`src/rtl/hangman_pkg.sv`:
```
// Shared letter encoding, game status type and letter helpers for the hangman engine.
// The optional hint feature is enabled by defining HANGMAN_HINT_EN.
package hangman_pkg;

    localparam int          LETTER_W = 6;
    localparam int          NUM_LETTERS = 26;
    localparam logic [5:0]  DASH     = 6'h00;
    localparam logic [5:0]  LETTER_A = 6'h0A;
    localparam logic [5:0]  LETTER_Z = 6'h23;

    typedef enum logic [1:0] {
        PLAY = 2'd0,
        LOSE = 2'd1,
        WIN  = 2'd2,
        IDLE = 2'd3
    } game_status_t;

    function automatic logic is_letter(input logic [LETTER_W-1:0] code);
        return (code >= LETTER_A) && (code <= LETTER_Z);
    endfunction

    // Bitmap index: A maps to bit 0, Z to bit 25.
    function automatic logic [4:0] letter_idx(input logic [LETTER_W-1:0] code);
        logic [LETTER_W-1:0] d;
        d = code - LETTER_A;
        return d[4:0];
    endfunction

endpackage

```
`src/rtl/hangman_engine_key_strobe.sv`:
```
// Guess-key conditioner: two-flop synchroniser on the raw active-low key
// followed by a falling-edge detector producing a single-cycle strobe.
module hangman_engine_key_strobe (
    input  logic i_clk,
    input  logic i_rst_n,
    input  logic i_key_n,
    output logic o_strobe
);

    logic r_meta;
    logic r_sync;
    logic r_prev;

    // Flops reset to the released level so reset never looks like a press.
    always_ff @(posedge i_clk or negedge i_rst_n) begin
        if (!i_rst_n) begin
            r_meta <= 1'b1;
            r_sync <= 1'b1;
            r_prev <= 1'b1;
        end else begin
            r_meta <= i_key_n;
            r_sync <= r_meta;
            r_prev <= r_sync;
        end
    end

    assign o_strobe = r_prev & ~r_sync;

endmodule

```
`src/rtl/hangman_engine.sv`:
```
// Hangman game engine: secret word store, guess evaluation, reveal mask and game FSM.
// Define HANGMAN_HINT_EN to add the hint_req/hint_used hint feature.
module hangman_engine
    import hangman_pkg::*;
#(
    parameter int WORD_LEN     = 4,
    parameter int MAX_WRONG    = 4,
    parameter int FIRST_REVEAL = 1
) (
    input  logic                         clk,
    input  logic                         resetn,
    input  logic                         word_load,
    input  logic [WORD_LEN*LETTER_W-1:0] word_in,
    input  logic                         go_n,
    input  logic [LETTER_W-1:0]          guess,
`ifdef HANGMAN_HINT_EN
    input  logic                         hint_req,
    output logic                         hint_used,
`endif
    output logic [WORD_LEN*LETTER_W-1:0] display,
    output logic [WORD_LEN-1:0]          revealed,
    output logic [2:0]                   wrong_count,
    output logic                         hit,
    output logic                         miss,
    output logic                         repeat_guess,
    output logic [1:0]                   game_status
);

    localparam logic [2:0]          MW       = 3'(MAX_WRONG);
    localparam logic [WORD_LEN-1:0] ALL_REV  = {WORD_LEN{1'b1}};
    localparam logic [WORD_LEN-1:0] LOAD_REV =
        {{(WORD_LEN-1){1'b0}}, (FIRST_REVEAL != 0)};

    game_status_t r_state, w_state_nxt;

    logic [WORD_LEN*LETTER_W-1:0] r_word, w_word_nxt;
    logic [WORD_LEN-1:0]          r_rev, w_rev_nxt;
    logic [NUM_LETTERS-1:0]       r_tried, w_tried_nxt;
    logic [2:0]                   r_wrong, w_wrong_nxt;
    logic                         r_hit, w_hit_nxt;
    logic                         r_miss, w_miss_nxt;
    logic                         r_rep, w_rep_nxt;

    logic                         w_strobe;
    logic [WORD_LEN-1:0]          w_match;
    logic [2:0]                   w_wrong_inc;
    logic [4:0]                   w_gidx;

    hangman_engine_key_strobe u_key (
        .i_clk    (clk),
        .i_rst_n  (resetn),
        .i_key_n  (go_n),
        .o_strobe (w_strobe)
    );

    assign w_wrong_inc = r_wrong + 3'd1;
    assign w_gidx      = letter_idx(guess);

    always_comb begin
        w_match = '0;
        for (int i = 0; i < WORD_LEN; i++) begin
            w_match[i] = (r_word[LETTER_W*i +: LETTER_W] == guess);
        end
    end

`ifdef HANGMAN_HINT_EN
    logic                r_hint, w_hint_nxt;
    logic [LETTER_W-1:0] w_hint_letter;
    logic [WORD_LEN-1:0] w_hint_match;
    logic [4:0]          w_hint_idx;
    logic                w_hint_ok;

    // Descending scan leaves the lowest-index hidden letter selected.
    always_comb begin
        w_hint_letter = DASH;
        for (int i = WORD_LEN - 1; i >= 0; i--) begin
            if (!r_rev[i]) begin
                w_hint_letter = r_word[LETTER_W*i +: LETTER_W];
            end
        end
        w_hint_match = '0;
        for (int i = 0; i < WORD_LEN; i++) begin
            w_hint_match[i] = (r_word[LETTER_W*i +: LETTER_W] == w_hint_letter);
        end
    end

    assign w_hint_idx = letter_idx(w_hint_letter);
    assign w_hint_ok  = (r_wrong < MW - 3'd1);
    assign hint_used  = r_hint;
`endif

    always_comb begin
        w_state_nxt = r_state;
        w_word_nxt  = r_word;
        w_rev_nxt   = r_rev;
        w_tried_nxt = r_tried;
        w_wrong_nxt = r_wrong;
        w_hit_nxt   = r_hit;
        w_miss_nxt  = r_miss;
        w_rep_nxt   = r_rep;
`ifdef HANGMAN_HINT_EN
        w_hint_nxt  = r_hint;
`endif
        if (word_load) begin
            w_state_nxt = PLAY;
            w_word_nxt  = word_in;
            w_rev_nxt   = LOAD_REV;
            w_tried_nxt = '0;
            w_wrong_nxt = '0;
            w_hit_nxt   = 1'b0;
            w_miss_nxt  = 1'b0;
            w_rep_nxt   = 1'b0;
`ifdef HANGMAN_HINT_EN
            w_hint_nxt  = 1'b0;
`endif
        end else if (w_strobe && r_state == PLAY) begin
`ifdef HANGMAN_HINT_EN
            if (hint_req) begin
                if (w_hint_ok) begin
                    w_rev_nxt   = r_rev | w_hint_match;
                    if (is_letter(w_hint_letter)) begin
                        w_tried_nxt[w_hint_idx] = 1'b1;
                    end
                    w_wrong_nxt = w_wrong_inc;
                    w_hint_nxt  = 1'b1;
                    w_hit_nxt   = 1'b0;
                    w_miss_nxt  = 1'b0;
                    w_rep_nxt   = 1'b0;
                    if ((r_rev | w_hint_match) == ALL_REV) begin
                        w_state_nxt = WIN;
                    end
                end else begin
                    w_hint_nxt = 1'b0;
                end
            end else
`endif
            begin
`ifdef HANGMAN_HINT_EN
                w_hint_nxt = 1'b0;
`endif
                w_hit_nxt  = 1'b0;
                w_miss_nxt = 1'b0;
                w_rep_nxt  = 1'b0;
                if (!is_letter(guess)) begin
                    w_rep_nxt = 1'b0;
                end else if (r_tried[w_gidx]) begin
                    w_rep_nxt = 1'b1;
                end else begin
                    w_tried_nxt[w_gidx] = 1'b1;
                    if (|w_match) begin
                        w_rev_nxt = r_rev | w_match;
                        w_hit_nxt = 1'b1;
                        if ((r_rev | w_match) == ALL_REV) begin
                            w_state_nxt = WIN;
                        end
                    end else begin
                        w_wrong_nxt = w_wrong_inc;
                        w_miss_nxt  = 1'b1;
                        if (w_wrong_inc >= MW) begin
                            w_wrong_nxt = MW;
                            w_state_nxt = LOSE;
                        end
                    end
                end
            end
        end
    end

    always_ff @(posedge clk or negedge resetn) begin
        if (!resetn) begin
            r_state <= IDLE;
        end else begin
            r_state <= w_state_nxt;
        end
    end

    always_ff @(posedge clk or negedge resetn) begin
        if (!resetn) begin
            r_word  <= '0;
            r_rev   <= '0;
            r_tried <= '0;
            r_wrong <= '0;
            r_hit   <= 1'b0;
            r_miss  <= 1'b0;
            r_rep   <= 1'b0;
`ifdef HANGMAN_HINT_EN
            r_hint  <= 1'b0;
`endif
        end else begin
            r_word  <= w_word_nxt;
            r_rev   <= w_rev_nxt;
            r_tried <= w_tried_nxt;
            r_wrong <= w_wrong_nxt;
            r_hit   <= w_hit_nxt;
            r_miss  <= w_miss_nxt;
            r_rep   <= w_rep_nxt;
`ifdef HANGMAN_HINT_EN
            r_hint  <= w_hint_nxt;
`endif
        end
    end

    // Finished games show the whole word regardless of the reveal mask.
    always_comb begin
        display = '0;
        for (int i = 0; i < WORD_LEN; i++) begin
            if (r_rev[i] || r_state == WIN || r_state == LOSE) begin
                display[LETTER_W*i +: LETTER_W] = r_word[LETTER_W*i +: LETTER_W];
            end else begin
                display[LETTER_W*i +: LETTER_W] = DASH;
            end
        end
    end

    assign revealed     = r_rev;
    assign wrong_count  = r_wrong;
    assign hit          = r_hit;
    assign miss         = r_miss;
    assign repeat_guess = r_rep;
    assign game_status  = r_state;

endmodule

```
`config.mk`:
```
export PLATFORM = sky130hd
export DESIGN_NAME = hangman_engine
export DESIGN_NICKNAME = d
export VERILOG_FILES = /design/src/rtl/hangman_pkg.sv /design/src/rtl/hangman_engine_key_strobe.sv /design/src/rtl/hangman_engine.sv
export SDC_FILE = /design/constraint.sdc
export NUM_CORES = 1
export LEC_CHECK = 0
export ABC_CLOCK_PERIOD_IN_PS = 5800
export BUFFER_PORTS_ARGS = -buffer_cell sky130_fd_sc_hd__buf_2
export CAP_MARGIN = 10
export CORE_MARGIN = 3
export CORE_UTILIZATION = 40
export CTS_BUF_LIST = sky130_fd_sc_hd__clkbuf_8 sky130_fd_sc_hd__clkbuf_16
export DETAILED_ROUTE_END_ITERATION = 12
export SKIP_LAST_GASP = 1
export SYNTH_ARGS = -nofsm -noshare
export SYNTH_HDL_FRONTEND = slang
export SYNTH_HIERARCHICAL = 1
export SYNTH_SLANG_ARGS = --single-unit
```
`constraint.sdc`:
```
create_clock -name clk -period 5.8 [get_ports clk]
set_clock_uncertainty 0.15 [all_clocks]
set_input_delay 0 -clock clk [delete_from_list [all_inputs] [get_ports clk]]
set_output_delay 0 -clock clk [all_outputs]
set_load 0.01 [all_outputs]
```
== Yosys cells after proc, flatten, opt, wreduce, memory -nomap -nowiden ==
Cells that the tools add are included.

* Bits in registers: 65
* Output and inout bits: 36

* Add/sub/neg operators: 2
* $lt $le $gt $ge: 5
* Equal/unequal tests: 10
* Multiplexer cells: 44
* Bitwise logic cells: 4
* Reduce and logical (&&, ||, !) cells: 21

{| class="wikitable"
|+ Operators with widths
! cell !! number
|-
| $mux W26 || 4
|-
| $or A26 B26 Y26 || 1
|-
| $eq A6 B6 Y1 || 4
|-
| $mux W6 || 4
|-
| $mux W4 || 5
|-
| $mux W3 || 6
|-
| $mux W1 || 16
|-
| $mux W2 || 7
|-
| $logic_or A1 B1 Y1 || 8
|-
| $reduce_and A4 Y1 || 2
|-
| $ge A6 B4 Y1 const B || 1
|-
| $le A6 B6 Y1 const B || 1
|-
| $lt A5 B6 Y1 const B || 1
|-
| $reduce_bool A2 Y1 || 3
|-
| $bmux W1 S5 || 1
|-
| $demux W1 S5 || 1
|-
| $ge A5 B1 Y1 const B || 1
|-
| $reduce_and A5 Y1 || 1
|-
| $sub A5 B4 Y5 const B || 1
|-
| $eq A4 B4 Y1 const B || 1
|-
| $ne A2 B2 Y1 const B || 2
|-
| $or A4 B4 Y4 || 1
|-
| $reduce_or A4 Y1 || 1
|-
| $add A3 B1 Y3 const B || 1
|-
| other kinds (10) || 12
|}

== Longest topological paths before layout ==
* Depth in word-level cells: 10
* Mapped depth: 11
* Gate-level depth less buffers: 8

== Modules after synthesis ==
The synthesis kept the hierarchy.

{| class="wikitable"
|+ By module, submodules not included
! module !! instances !! cells each !! area an instance (um^2) !! seq. area each (um^2)
|-
| hangman_engine || 1 || 324 || 3429.5 || 1554.0
|-
| hangman_engine_key_strobe || 1 || 4 || 92.6 || 78.8
|}

== Least setup slack after synthesis ==
Ideal clock, no wire load.

* Kind: input to register
* From: input guess[1]
* To: register r_wrong[0], in the netlist wrong_count[0]
* Data arrival time: 2.199 ns
* Path slack: 3.324 ns
* Stages on the path: 11
* Buffers on the path: 3
* Path through: buf_6 -> buf_8 -> inv_1 -> ha_1 -> buf_4 -> nor2b_2 -> a22o_1 -> a311oi_1 -> a211oi_4 -> nand3_2 -> mux2_1

* Word-level cells in the longest chain between the ends: 5
* Elaborated cells between the ends (all ways): 15
* Classes of those cells: 1 x add/sub; 2 x order compare; 6 x eq/ne; 2 x mux; 4 x reduce/logical

{| class="wikitable"
|+ Ends and longest elaborated chain
! what !! RTL line !! source
|-
| start: declaration || hangman_engine.sv:15 || <nowiki>input logic [LETTER_W-1:0] guess,</nowiki>
|-
| $sub A5 B4 Y5 || hangman_pkg.sv:25 || <nowiki>d = code - LETTER_A;</nowiki>
|-
| $bmux W1 S5 || hangman_engine.sv:146 || <nowiki>end else if (r_tried[w_gidx]) begin</nowiki>
|-
| $mux W1 (not written as such) || hangman_engine.sv:146 ||
|-
| $ne A2 B2 Y1 (no line) || - ||
|-
| $reduce_and A4 Y1 (no line) * || - ||
|-
| end signal: assignment || hangman_engine.sv:193 || <nowiki>r_wrong <= w_wrong_nxt;</nowiki>
|-
| end: declaration || hangman_engine.sv:39 || <nowiki>logic [2:0] r_wrong, w_wrong_nxt;</nowiki>
|}

Mark *: on every way between the ends. The rest lies on a longest branch, timed or not. The select of a mux whose other input is x is not followed.
A chain may end at the register's enable or synchronous reset.

== Final worst setup path ==
Same ends and word-level chain as after synthesis.

==> impl_metrics.toml <==
[synthesis]
synth_top_family_by_area = "simple AND/OR/NAND/NOR gates"
synth-simple-area-share_pct = 15.3
synthArstFlopShare_pct = 100
syn-num-nets = 364
avgSynthCellArea_um2 = 10.7
ys_seq_area_share_pct = 46.4
synth_most_common_cell = "dfrtp_1"
netlist_instances = 328
synth_compound_area_share_pct = 12.9
synth_edf_count = 0
yosys.area.top_type_share_pct = 42.6
synthTopCellsByCount = "dfrtp_1, inv_1, nor2b_1"
yosysWarnings = 6
synth_xor_area_share_pct = 6.47
yosys-mux-area-fraction_pct = 11.2
synthDistinctLibCells = 59
synth_top_area_cell = "dfrtp_1"
ys_seq_elements = 65
synth_area_leaders = "dfrtp_1, mux2_2, nor2b_1"
synth_adder_area_share_pct = 0.710
ys.flop_type = "dfrtp_1"
syn-cell-area_um2 = 3520

[worst_setup_path]
start_kind = "input port"
crit_type = "input port to register"
critPathMaxFanout = 25
critical_path_required_ns = 5.87
critPathTopFamily = "compound AO/OA/AOI/OAI gates"
crit_buf_inv = 2
slowest_delay_ns = 0.55
crit_path_cell_trace = "buf_2 -> inv_1 -> ha_1 -> nor2b_2 -> a22o_1 -> a311oi_1 -> a211oi_4 -> nand3_2 -> mux2_1"
end_kind = "register"
slowest_stage = "ha_1"
crit_arrival_ns = 2.82

[die]
die_y_um = 99.8
core_um2 = 8380
io_pins = 70
die_w_um = 99.8
die-area_um2 = 9970
initial_core_util_pct = 42.0
rows = 33

[routing]
routed_wl_mm = 8.38
wl_met2_mm = 4.11
wl_per_cell_um = 15.9
dr_total_vias = 2688
drcViolationCount = 0
route.met3.wl_um = 434
routed.top_layer = "met4"
first_pass_iters = 4
wirelength_met1_mm = 3.74
viasPerCell = 5.10
dr.first_iter.drc_count = 110
antenna_left = 0

[pwr]
switchingPower_mw = 0.274
ir_drop_uv = 77.1
power.total_mw = 1.04
p_int_mw = 0.762
clockPowerShare_pct = 35.9
comb_power_share_pct = 16.3
power.density_nw_per_um2 = 239
p_seq_share_pct = 47.8
sw_frac_of_total_pct = 26.4
power_leakage_nw = 1.91

[global_route]
first_global_vias = 2719
grt_max_degree = 71
grt_use_total_pct = 17.7
antenna_found_initial = 0
grt_pass1_wl_mm = 13.8
grt_overflow = 0

[timing]
hold_viol_final = 0
setup_viol = 0
slew_viol_final = 0
worst_slew_pin_slew_ns = 0.808
finalCriticalPeriod_ns = 2.75
rsz0062_at_grt = "no"
fmax_mhz = 363
timing.setup.tns_ns = 0
post-route-period-util_pct = 47.5
hold_slack_ns = 0.0461
slew_headroom_pct = 46.1

[final_layout]
antenna_cells = 0
fillers = 770
fin_nets = 453
drive_gt1_share_pct = 30.8
syn_to_final_growth_pct = 22.8

[clocking]
cts_buffer_depth = 2
clkTransAtPathRegs_ns = 0.06
clock_sink_count = 65
cts-buffers-inserted = 9
clk_latency_ns = 0.35
cts_root_buf = "clkbuf_8"
htree_levels = 3
cts_resized = 0
cts_tree = "done"

[flow_run]
cap_violations = 0

[placed_design]
numPortBuffers = 69
gp_congestion = 0.781
hpwl_mm = 5.64

[hold_path]
hold_class = "input port to register"

[run_status]
status = "complete, no violations"
-- state kept, by name, summed over array words and instances (netlist names) --
| name | cells |
|---|---|
| r_tried | 26 |
| r_word | 24 |
| revealed | 4 |
| wrong_count | 3 |
| game_status | 2 |
| hit | 1 |
| miss | 1 |
| repeat_guess | 1 |
| u_key/r_meta | 1 |
| u_key/r_prev | 1 |
| u_key/r_sync | 1 |
-- power groups by stage --
| stage | Clock (mW) | Combinational (mW) | Sequential (mW) |
|---|---|---|---|
| 3_3_place_gp | 0 | 0.154 | 0.503 |
| 6_report | 0.371 | 0.169 | 0.495 |
| 5_1_grt | 0.402 | 0.186 | 0.499 |
| 4_1_cts | 0.383 | 0.171 | 0.495 |
| 2_1_floorplan | 0 | 0.115 | 0.499 |
| 3_5_place_dp | 0 | 0.157 | 0.504 |
-- layout by cell type, fill, tap and decap left out, drive strengths merged, types with 6 or more instances in the layout --
cell type,Yosys,routed
mux2i,10,10
nor2b,30,30
mux2,26,26
xor2,9,9
nand2,14,14
o22ai,26,26
xnor2,17,17
clkbuf,8,10
dfrtp,60,60
nor2,16,16
dlygate4sd3,0,26
nand3,6,6
inv,29,32
nor3,9,9
buf,11,71
-- cell families after synthesis --
| kind of cell | count (synthesis) |
|---|---|
| adder cells (fa/ha/maj) | 2 |
| XOR/XNOR | 26 |
| AND/OR/NAND/NOR | 91 |
| multiplexers | 36 |
| flip-flops | 65 |
| AO/OA/AOI/OAI | 60 |
| buffers and inverters | 48 |
-- layer usage --
layer / GRT usage (%) / vias up
li1: - / 1323
met1: 22.2 / 1293
met2: 29.9 / 60
met3: 4.86 / 12
met4: 5.04 / 0
met5: 0 / -
-- what timing repair did --
item                      4_1_cts  5_1_grt
hold buffers                   26        0
setup buffers                   0        0
hold endpoints to repair       85        0
-- worst min-delay path, cell delays in order --
cell	delay [ns]
buf_2	0.24
nand3_1	0.17
o22ai_1	0.08
-- cell type report --
class                      count  area, µm²  area share (%)
inverter                      29        109            2.52
sequential                    65       1630            37.8
clock inverter                 6       51.3            1.19
clock buffer                  10        138            3.18
multi-input combinational    215       1640            38.0
tap                          105        131            3.04
timing repair buffer          97        621            14.4
-- path summary, 6_finish.rpt --
path	from	endpoint	slack (ns)	cells past startpoint
worst max-delay path	guess[1]	wrong_count[0]	3.05	9
worst min-delay path	guess[0]	r_tried[19]	0.05	3
worst max register to register	u_key/r_prev	wrong_count[0]	3.39	6
worst min register to register	u_key/r_sync	u_key/r_prev	0.23	0
max in group asynchronous	resetn	r_tried[19]	4.75	3
min in group asynchronous	resetn	r_word[17]	0.23	3
-- per-stage QoR --
step | setup WS, ns | instances | instance area [µm²] | utilization, %
2_1_floorplan | 3.32 | 328 | 3520 | -
3_3_place_gp | 2.83 | 485 | 3870 | 46.2
3_5_place_dp | 2.69 | 485 | 3870 | 46.2
4_1_cts | 3.06 | 527 | 4320 | 51.6
5_1_grt | 2.85 | 527 | 4320 | 51.6
6_report | 3.05 | 527 | 4320 | 51.6
Note: power is estimated with default switching activity, not from simulation.
